File: config.mk
export PLATFORM = sky130hd
export DESIGN_NAME = bitsel_writer
export DESIGN_NICKNAME = d
export VERILOG_FILES = /design/src/rtl/bitsel_writer.sv
export SDC_FILE = /design/constraint.sdc
export NUM_CORES = 1
export LEC_CHECK = 0
export CORE_MARGIN = 4
export CORE_UTILIZATION = 35
export CTS_CLUSTER_DIAMETER = 60
export CTS_CLUSTER_SIZE = 24
export DETAILED_ROUTE_END_ITERATION = 10
export PLACE_DENSITY = 0.69
export SETUP_SLACK_MARGIN = 0.15
export SLEW_MARGIN = 30
export SYNTH_ARGS = -nofsm -noshare
export SYNTH_HDL_FRONTEND = slang
export SYNTH_SLANG_ARGS = --single-unit
File: constraint.sdc
create_clock -name clk -period 1.9 [get_ports clk]
set_input_delay 0.38 -clock clk [delete_from_list [all_inputs] [get_ports clk]]
set_output_delay 0.38 -clock clk [all_outputs]
set_load 0.02 [all_outputs]
File: src/rtl/bitsel_writer.sv
// Single-bit writer into a declared-range vector [MSB:LSB] with signed indices,
// a one-deep write stage, out-of-range drop counting and a bit-serial clear sweep.
module bitsel_writer #(
   parameter int MSB  = 4,
   parameter int LSB  = 0,
   parameter int SELW = 5
) (
   input  logic                   clk,
   input  logic                   rst_n,
   input  logic                   wr_valid,
   output logic                   wr_ready,
   input  logic signed [SELW-1:0] wr_sel,
   input  logic                   wr_bit,
   input  logic                   clr_start,
   output logic                   clr_busy,
   output logic                   clr_done,
   output logic [MSB:LSB]         data,
   output logic                   oor_err,
   output logic [7:0]             oor_count
);

   localparam bit ASC   = (MSB > LSB);
   localparam int WIDTH = ASC ? (MSB - LSB + 1) : (LSB - MSB + 1);
   localparam int LO    = ASC ? LSB : MSB;
   localparam int HI    = ASC ? MSB : LSB;
   localparam int CW    = (WIDTH > 1) ? $clog2(WIDTH) : 1;

   typedef enum logic {
      ST_IDLE,
      ST_CLEAR
   } state_t;

   state_t                 r_state;
   logic [WIDTH-1:0]       r_data;
   logic                   r_stg_vld;
   logic signed [SELW-1:0] r_stg_sel;
   logic                   r_stg_bit;
   logic [CW-1:0]          r_clr_idx;
   logic                   r_clr_busy;
   logic                   r_clr_done;
   logic                   r_oor_err;
   logic [7:0]             r_oor_cnt;

   logic                   w_accept;
   logic                   w_in_range;
   logic                   w_hit;
   logic                   w_oor;
   int                     w_off;
   logic [WIDTH-1:0]       w_data_nxt;

   assign wr_ready  = rst_n && (r_state == ST_IDLE) && !clr_start;
   assign w_accept  = wr_valid && wr_ready;
   assign data      = r_data;
   assign clr_busy  = r_clr_busy;
   assign clr_done  = r_clr_done;
   assign oor_err   = r_oor_err;
   assign oor_count = r_oor_cnt;

   // An unknown index falls through to the drop branch, so it is counted rather than written.
   always_comb begin
      w_in_range = (int'(r_stg_sel) >= LO) && (int'(r_stg_sel) <= HI);
      w_off      = ASC ? (int'(r_stg_sel) - LSB) : (LSB - int'(r_stg_sel));
      w_hit      = 1'b0;
      w_oor      = 1'b0;
      if (r_stg_vld) begin
         if (w_in_range) w_hit = 1'b1;
         else            w_oor = 1'b1;
      end
   end

   // Sweep clear is applied after the staged write so it wins on a shared offset.
   always_comb begin
      w_data_nxt = r_data;
      for (int unsigned i = 0; i < WIDTH; i++) begin
         if (w_hit && (w_off == int'(i)))
            w_data_nxt[i] = r_stg_bit;
         if ((r_state == ST_CLEAR) && (r_clr_idx == CW'(i)))
            w_data_nxt[i] = 1'b0;
      end
   end

   always_ff @(posedge clk or negedge rst_n) begin
      if (!rst_n) begin
         r_state    <= ST_IDLE;
         r_data     <= '0;
         r_stg_vld  <= 1'b0;
         r_stg_sel  <= '0;
         r_stg_bit  <= 1'b0;
         r_clr_idx  <= '0;
         r_clr_busy <= 1'b0;
         r_clr_done <= 1'b0;
         r_oor_err  <= 1'b0;
         r_oor_cnt  <= '0;
      end else begin
         r_data    <= w_data_nxt;
         r_stg_vld <= w_accept;
         if (w_accept) begin
            r_stg_sel <= wr_sel;
            r_stg_bit <= wr_bit;
         end
         r_oor_err <= w_oor;
         if (w_oor && (r_oor_cnt != '1))
            r_oor_cnt <= r_oor_cnt + 8'd1;

         r_clr_done <= 1'b0;
         case (r_state)
            ST_IDLE: begin
               if (clr_start) begin
                  r_state    <= ST_CLEAR;
                  r_clr_busy <= 1'b1;
                  r_clr_idx  <= '0;
               end
            end
            ST_CLEAR: begin
               if (r_clr_idx == CW'(WIDTH - 1)) begin
                  r_state    <= ST_IDLE;
                  r_clr_busy <= 1'b0;
                  r_clr_done <= 1'b1;
               end else begin
                  r_clr_idx <= r_clr_idx + 1'b1;
               end
            end
            default: r_state <= ST_IDLE;
         endcase
      end
   end

endmodule

Word-level counts from Yosys, hierarchy flattened:

Index checks and enable logic that the tools add are counted.
W data, S select, Z words.

* bits in latches: 0
* output and inout bits: 17
* bits in registers: 27
* word-level logic and storage cells: 81
* bits of input ports: 10
* ROM bits: 0
* RAM bits: 0
* memories kept: 0

* div/mod/pow operators: 0
* shifts and indexed selects: 0
* equal/unequal tests: 12
* add/subtract/negate cells: 2
* reduce and logical (&&, ||, !) cells: 25
* $lt $le $gt $ge: 2
* bitwise logic cells: 1
* mux-type cells: 25
* $mul: 0

Operators by type and width (number)
* $logic_not A32 Y1: 1
* $mux W1: 20
* $logic_and A1 B1 Y1: 15
* $eq A5 B3 Y1 const B: 2
* $reduce_bool A2 Y1: 5
* $add A8 B1 Y8 const B: 1
* $ne A8 B8 Y1 const B: 1
* $eq A3 B2 Y1 const B: 2
* $mux W3: 2
* $pmux W3 S2: 1
* $eq A5 B2 Y1 const B: 1
* $eq A5 B4 Y1 const B: 1
* $ge A5 B1 Y1 const B: 1
* $le A5 B4 Y1 const B: 1
* $ne A2 B2 Y1 const B: 2
* $pmux W1 S2: 2
* $reduce_and A2 Y1: 2
* $add A3 B1 Y3 const B: 1
* $eq A3 B1 Y1 const B: 1
* $eq A3 B3 Y1 const B: 1
* $logic_not A3 Y1: 1
* $ne A2 B1 Y1 const B: 1
* $logic_not A1 Y1: 1
* $not A1 Y1: 1

Longest topological paths before layout:

Gate-level depths: netlist of the first run.

* depth after elaboration: 7
* gate-level depth with buffers: 6

Worst setup path before layout of the first run:

OpenSTA, ideal clock, no wires.

* kind: reg2reg
* start point: register r_state
* end point: register r_stg_bit
* path buffers: 1
* clock period less this slack: 1.809 ns
* stages on the path, launching flop included: 5
* setup slack: 0.091 ns
* setup time: 0.128 ns
* required time: 1.772 ns
* arrival: 1.681 ns
* cell sequence: dfrtp_1 > nor3b_1 > and2_1 > buf_2 > mux2_1

* cells in the longest elaborated chain, start to end: 4

RTL lines
* start: declaration: RTL line 33 `state_t r_state;`
* start signal: assignment: RTL line 84 `r_state <= ST_IDLE;`
* start signal: assignment: RTL line 109 `r_state <= ST_CLEAR;`
* start signal: assignment: RTL line 116 `r_state <= ST_IDLE;`
* $not A1 Y1
* $logic_and A1 B1 Y1 (2 in series): RTL line 51 `assign wr_ready = rst_n && (r_state == ST_IDLE) && !clr_start;`
* named net wr_ready: RTL line 11 `output logic wr_ready,`
* $logic_and A1 B1 Y1: RTL line 52 `assign w_accept = wr_valid && wr_ready;`
* named net w_accept: RTL line 44 `logic w_accept;`
* end signal: assignment: RTL line 99 `r_stg_bit <= wr_bit;`
* end: declaration: RTL line 37 `logic r_stg_bit;`

The timed path passes the listed nets, and every way through them passes these cells.
A chain may end at the register's enable or synchronous reset.

Worst setup path after layout of the first run:

* start point: register r_data[0] (netlist: data[0])
* end point: output data[0] (netlist name)

RTL lines
* start: declaration: RTL line 34 `logic [WIDTH-1:0] r_data;`
* start signal: assignment: RTL line 95 `r_data <= w_data_nxt;`
* end: declaration: RTL line 17 `output logic [MSB:LSB] data,`

No word-level cell between the ends.

==> results.cfg, run 1 <==
[outcome]
status = complete, no violations

[pwr]
ir_worst_vdd_uv = 600.0
power_leakage_nw = 0.8617
power_density_nw_per_um2 = 1068

[route]
num_vias = 915
first_pass_iters = 4
avgRoutedWirePerCell_um = 13.38
drt-total-wl_mm = 2.476
drtIter0Drc = 47
drc = 0
ant_nets = 0
vias_per_cell = 4.946

[yosys]
synthesis.area_um2 = 1270
syn_area_per_cell_um2 = 11.87
syn_inst = 107
synth_warnings = 0
ys_seq_area_frac = 0.5320
ys_seq_elements = 27
synth_nets = 123
ys_types = 31

[floorplanning]
rows = 21
die_area_um2 = 4656
ios = 27
die_h_um = 68.24
fp.dieW_um = 68.24
start_util = 0.3718
coreArea_um2 = 3416

[clocking]
htree_levels = 1
postCtsHoldBufs = 0
clkLatencyLatePin_ns = 0.33
max-clock-path-buffers = 2
root_buffer = clkbuf_4
cts_buffers = 3
clkSinkCount = 27
clk_pin_slew_ns = 0.15
cts_tree = yes

[setup_path]
crit_path_max_fanout = 2
critPathArrivalTime_ns = 1.30
worstPathCellList = clkdlybuf4s50_1
path_buf_inv = 1
critPathCaptureType = primary output
worstSetupPathType = flop to primary output
max_stage_delay_ns = 0.61
crit_family = buffers and inverters
worstPathRequired_ns = 1.52
worst_setup_path_start_kind = flop
cp_slowest_cell = clkdlybuf4s50_1

[timing]
fmax_mhz = 594.2
layout_min_cycle_time_ns = 1.683
setup_ws_ns = 0.2171
drv_slew = 0
setup_viol_count_final = 0
tightest_slew_ns = 0.3866
fin_crit_sh = 0.8857
fin_skew_ns = 0.005570
rsz0062_at_grt = true
hold_ws_ns = 0.4974
hold_viol = 0
max-slew-margin-rel = 0.7387

[final_layout]
final_common_cell = dfrtp_1
final_cell_mix = dfrtp_1 (27), clkdlybuf4s50_1 (13), dlygate4sd2_1 (8)
fin_area_um2 = 1633
final_util = 0.4780
drive_above_1_share = 0.09353
area_delta_synth_final_pct = 28.57
final_nets = 156
nFillCells = 322
antenna_cells = 0

[placed_design]
gp_congestion = 0.8990
pre_cts_ws_ns = -0.2127
placedInstanceArea_um2 = 1610
hpwl_mm = 1.920
io_buffers = 26

[global_route]
grt_max_degree = 28
grt_pass1_wl_mm = 4.367
antenna_found_initial = 0
gr-total-overflow = 0
grt_pass1_vias = 981
grt_usage = 0.1239

[min_path]
hold_class = input port to async pin

[job]
cap_violations = 0
report_power, final:
group          internal, mW  switching [mW]
Combinational         0.271           0.304
Sequential            0.730           0.190
Clock                0.0790           0.170
Total                  1.08           0.664
cells in the mapped netlist, drive strengths merged:
| library cell | n | share of area |
|---|---|---|
| dfrtp | 27 | 0.53 |
| mux2 | 7 | 0.065 |
| nor2 | 7 | 0.021 |
| ha | 6 | 0.059 |
| inv | 6 | 0.018 |
| mux2i | 6 | 0.047 |
| a21oi | 5 | 0.020 |
| nand2 | 5 | 0.015 |
| o21ai | 5 | 0.020 |
| nand3 | 4 | 0.016 |
| nor3b | 3 | 0.018 |
| xor2 | 3 | 0.021 |
| nand3b | 2 | 0.012 |
| nand4 | 2 | 0.0099 |
| nor3 | 2 | 0.0079 |
| nor4b | 2 | 0.014 |
| o21a | 2 | 0.012 |
| o311ai | 2 | 0.026 |
| a21boi | 1 | 0.0059 |
| and2 | 1 | 0.0049 |
| and3 | 1 | 0.0049 |
| and4 | 1 | 0.0069 |
| buf | 1 | 0.0039 |
| nor2b | 1 | 0.011 |
| o21bai | 1 | 0.0059 |
| o22ai | 1 | 0.0049 |
| o2bb2ai | 1 | 0.0069 |
| o31a | 1 | 0.0069 |
| xnor2 | 1 | 0.0069 |
per-layer routing:
layer / vias to the layer above / GRT usage / wire (um)
met5: - / 0 / 0
met1: 443 / 0.1644 / 1164
li1: 445 / - / -
met4: 0 / 0.03474 / 31
met2: 23 / 0.1949 / 1187
met3: 4 / 0.03777 / 93
timing repair:
item	CTS	global route
gates resized for setup	10	5
setup endpoints to repair	9	5
buffers inserted	0	0
cloned	0	0
cells by family after synthesis:
family	synth area share
AND/OR/NAND/NOR	0.1399
adder cells (fa/ha/maj)	0.05911
buffers and inverters	0.02167
AO/OA/AOI/OAI	0.1074
XOR/XNOR	0.02759
multiplexers	0.1123
flip-flops	0.5320
area by class of cell:
type                    instances  area (um2)  area share
clock buffers                   3       22.52     0.01379
inverters                       6       22.52     0.01379
repair buffers                 29       277.8      0.1701
flip-flops and latches         27       675.6      0.4138
clock inverters                 1       5.005    0.003065
multi-input cells              73       571.8      0.3502
well taps                      46       57.56     0.03525
final timing paths:
kind,end,depth (start not counted),startpoint,slack [ns]
worst min-delay path,oor_count[6]$_DFFE_PN0P_,2,rst_n,0.50
min in group clk,oor_count[6]$_DFFE_PN0P_,1,oor_count[6]$_DFFE_PN0P_,0.51
worst min register to register,oor_count[6]$_DFFE_PN0P_,1,oor_count[6]$_DFFE_PN0P_,0.51
worst max register to register,oor_count[1]$_DFFE_PN0P_,4,r_stg_sel[0]$_DFFE_PN0P_,0.38
max in group asynchronous,clr_done$_DFF_PN0_,2,rst_n,1.15
worst max-delay path,data[0],1,data[0]$_DFFE_PN0P_,0.22
sequential cells by signal, summed over array words and instances (netlist names):
signal     cells
clr_busy       1
clr_done       1
data           5
oor_count      8
oor_err        1
r_clr_idx      3
r_state        1
r_stg_bit      1
r_stg_sel      5
r_stg_vld      1
through the flow:
step                      cells  power, mW  TNS (ns)
after detailed placement    181      1.536   -0.4544
after global routing        185      1.897         0
after CTS                   185      1.772         0
after floorplan             107      1.273         0
after global placement      181      1.503   -0.3887
final                       185      1.744         0
Power figures use the tool's default switching activity.
==> run 2, diff against run 1 <==
CORE_MARGIN = 2   (was 4)
==> run 2 against run 1 <==
Worst hold slack better by 0.011 ns. Non-clock buffer count did not move. Maximum frequency is 0.18% lower. Cell count is the same. Via count is 1.2% lower. Total power down 0.40%. Utilization did not move. Sequential share of layout area unchanged. Register-to-register slack is essentially flat. Sequential power up 0.8%. Count of clock-buffer cells in the layout unchanged. First-iteration DRC count increased by 13%. Critical path type unchanged.
==> results.cfg, run 2 (synthesized netlist as in run 1, its figures left out) <==
[final_layout]
final_util = 0.4780
largest_reg_flops = 8
final_cells = 185
final_common_cell = dfrtp_1
final_cell_mix = dfrtp_1 (27), clkdlybuf4s50_1 (13), dlygate4sd2_1 (8)
drive_above_1_share = 0.09353
antenna_cells = 0
area_delta_synth_final_pct = 28.57
final_nets = 156

[route]
avgRoutedWirePerCell_um = 13.04
ant_nets = 0
drt-total-wl_mm = 2.412
drtIter0Drc = 53
vias_per_cell = 4.886
first_pass_iters = 4
drc = 0
num_vias = 904

[clocking]
clkLatencyLatePin_ns = 0.32
cts-resized-gates = 10
htree_levels = 1
cts_buffers = 3
postCtsHoldBufs = 0
clk_pin_slew_ns = 0.14
cts_tree = yes
max-clock-path-buffers = 2
clkSinkCount = 27
cts_setup_buffers = 0
root_buffer = clkbuf_4

[timing]
tightest_slew_ns = 0.3990
hold_viol = 0
drv_slew = 0
setup_viol_count_final = 0
fmax_mhz = 593.1
layout_min_cycle_time_ns = 1.686
fin_crit_sh = 0.8873
rsz0062_at_grt = true
fin_skew_ns = 0.004312
hold_ws_ns = 0.5079
finalSetupTns_ns = 0
max-slew-margin-rel = 0.7302

[setup_path]
critPathCaptureType = primary output
worst_setup_path_start_kind = flop
reg2reg_setup_slack_ns = 0.37
crit_path_max_fanout = 2
worstSetupPathType = flop to primary output
worstPathRequired_ns = 1.52
critPathArrivalTime_ns = 1.31
path_buf_inv = 1
cp_slowest_cell = clkdlybuf4s50_1
worstPathCellList = clkdlybuf4s50_1
crit_family = buffers and inverters
max_stage_delay_ns = 0.60

[global_route]
gr-total-overflow = 0
grt_pass1_wl_mm = 4.257
grt_usage = 0.1320
grt_max_degree = 28
antenna_found_initial = 0
grt_pass1_vias = 907

[placed_design]
gp_congestion = 0.8294
io_buffers = 26
hpwl_mm = 1.874
placedCellCount = 181

[min_path]
hold_class = input port to async pin

[floorplanning]
start_util = 0.3718
die_area_um2 = 4126
fp.dieW_um = 64.24
coreArea_um2 = 3416
rows = 21
die_h_um = 64.24
ios = 27

[pwr]
p_total_mw = 1.737
power_leakage_nw = 0.8615
ir_worst_vdd_uv = 584.3
power_density_nw_per_um2 = 1064

[outcome]
status = complete, no violations

[job]
cap_violations = 0
run 2: final cells by class:
cell class | count | area, um2
Multi-Input combinational cell | 73 | 571.8
Fill cell | 334 | 1783
Clock buffer | 3 | 22.52
Timing Repair Buffer | 29 | 277.8
Sequential cell | 27 | 675.6
Inverter | 6 | 22.52
Clock inverter | 1 | 5.005
Tap cell | 46 | 57.56
run 2: worst paths after layout:
check / cells past startpoint / end / start
max: 1 / data[4] / data[4]$_DFFE_PN0P_
min: 2 / oor_count[4]$_DFFE_PN0P_ / rst_n
max reg2reg: 5 / oor_count[1]$_DFFE_PN0P_ / oor_count[0]$_DFFE_PN0P_
min reg2reg: 1 / oor_count[5]$_DFFE_PN0P_ / oor_count[5]$_DFFE_PN0P_
max in group asynchronous: 2 / r_stg_vld$_DFF_PN0_ / rst_n
min in group clk: 1 / oor_count[5]$_DFFE_PN0P_ / oor_count[5]$_DFFE_PN0P_
run 2: routing by layer:
| metal | GRT usage | up-vias | routed length [um] |
|---|---|---|---|
| li1 | - | 447 | - |
| met1 | 0.1753 | 431 | 1122 |
| met2 | 0.2161 | 23 | 1132 |
| met3 | 0.02289 | 3 | 126 |
| met4 | 0.04787 | 0 | 30 |
| met5 | 0 | - | 0 |
run 2: per-stage QoR:
| step | worst slack, ns | area (um2) |
|---|---|---|
| 2_1_floorplan | 0.3252 | 1275 |
| 3_3_place_gp | -0.2278 | 1610 |
| 3_5_place_dp | -0.2131 | 1610 |
| 4_1_cts | 0.07792 | 1628 |
| 5_1_grt | 0.1496 | 1633 |
| 6_report | 0.2140 | 1633 |
run 2: where the power goes:
group	switching [mW]	internal, mW	leakage (nW)	total, mW
registers	0.198	0.730	0.351	0.928
logic	0.298	0.268	0.492	0.567
clock network	0.164	0.0791	0.0177	0.243
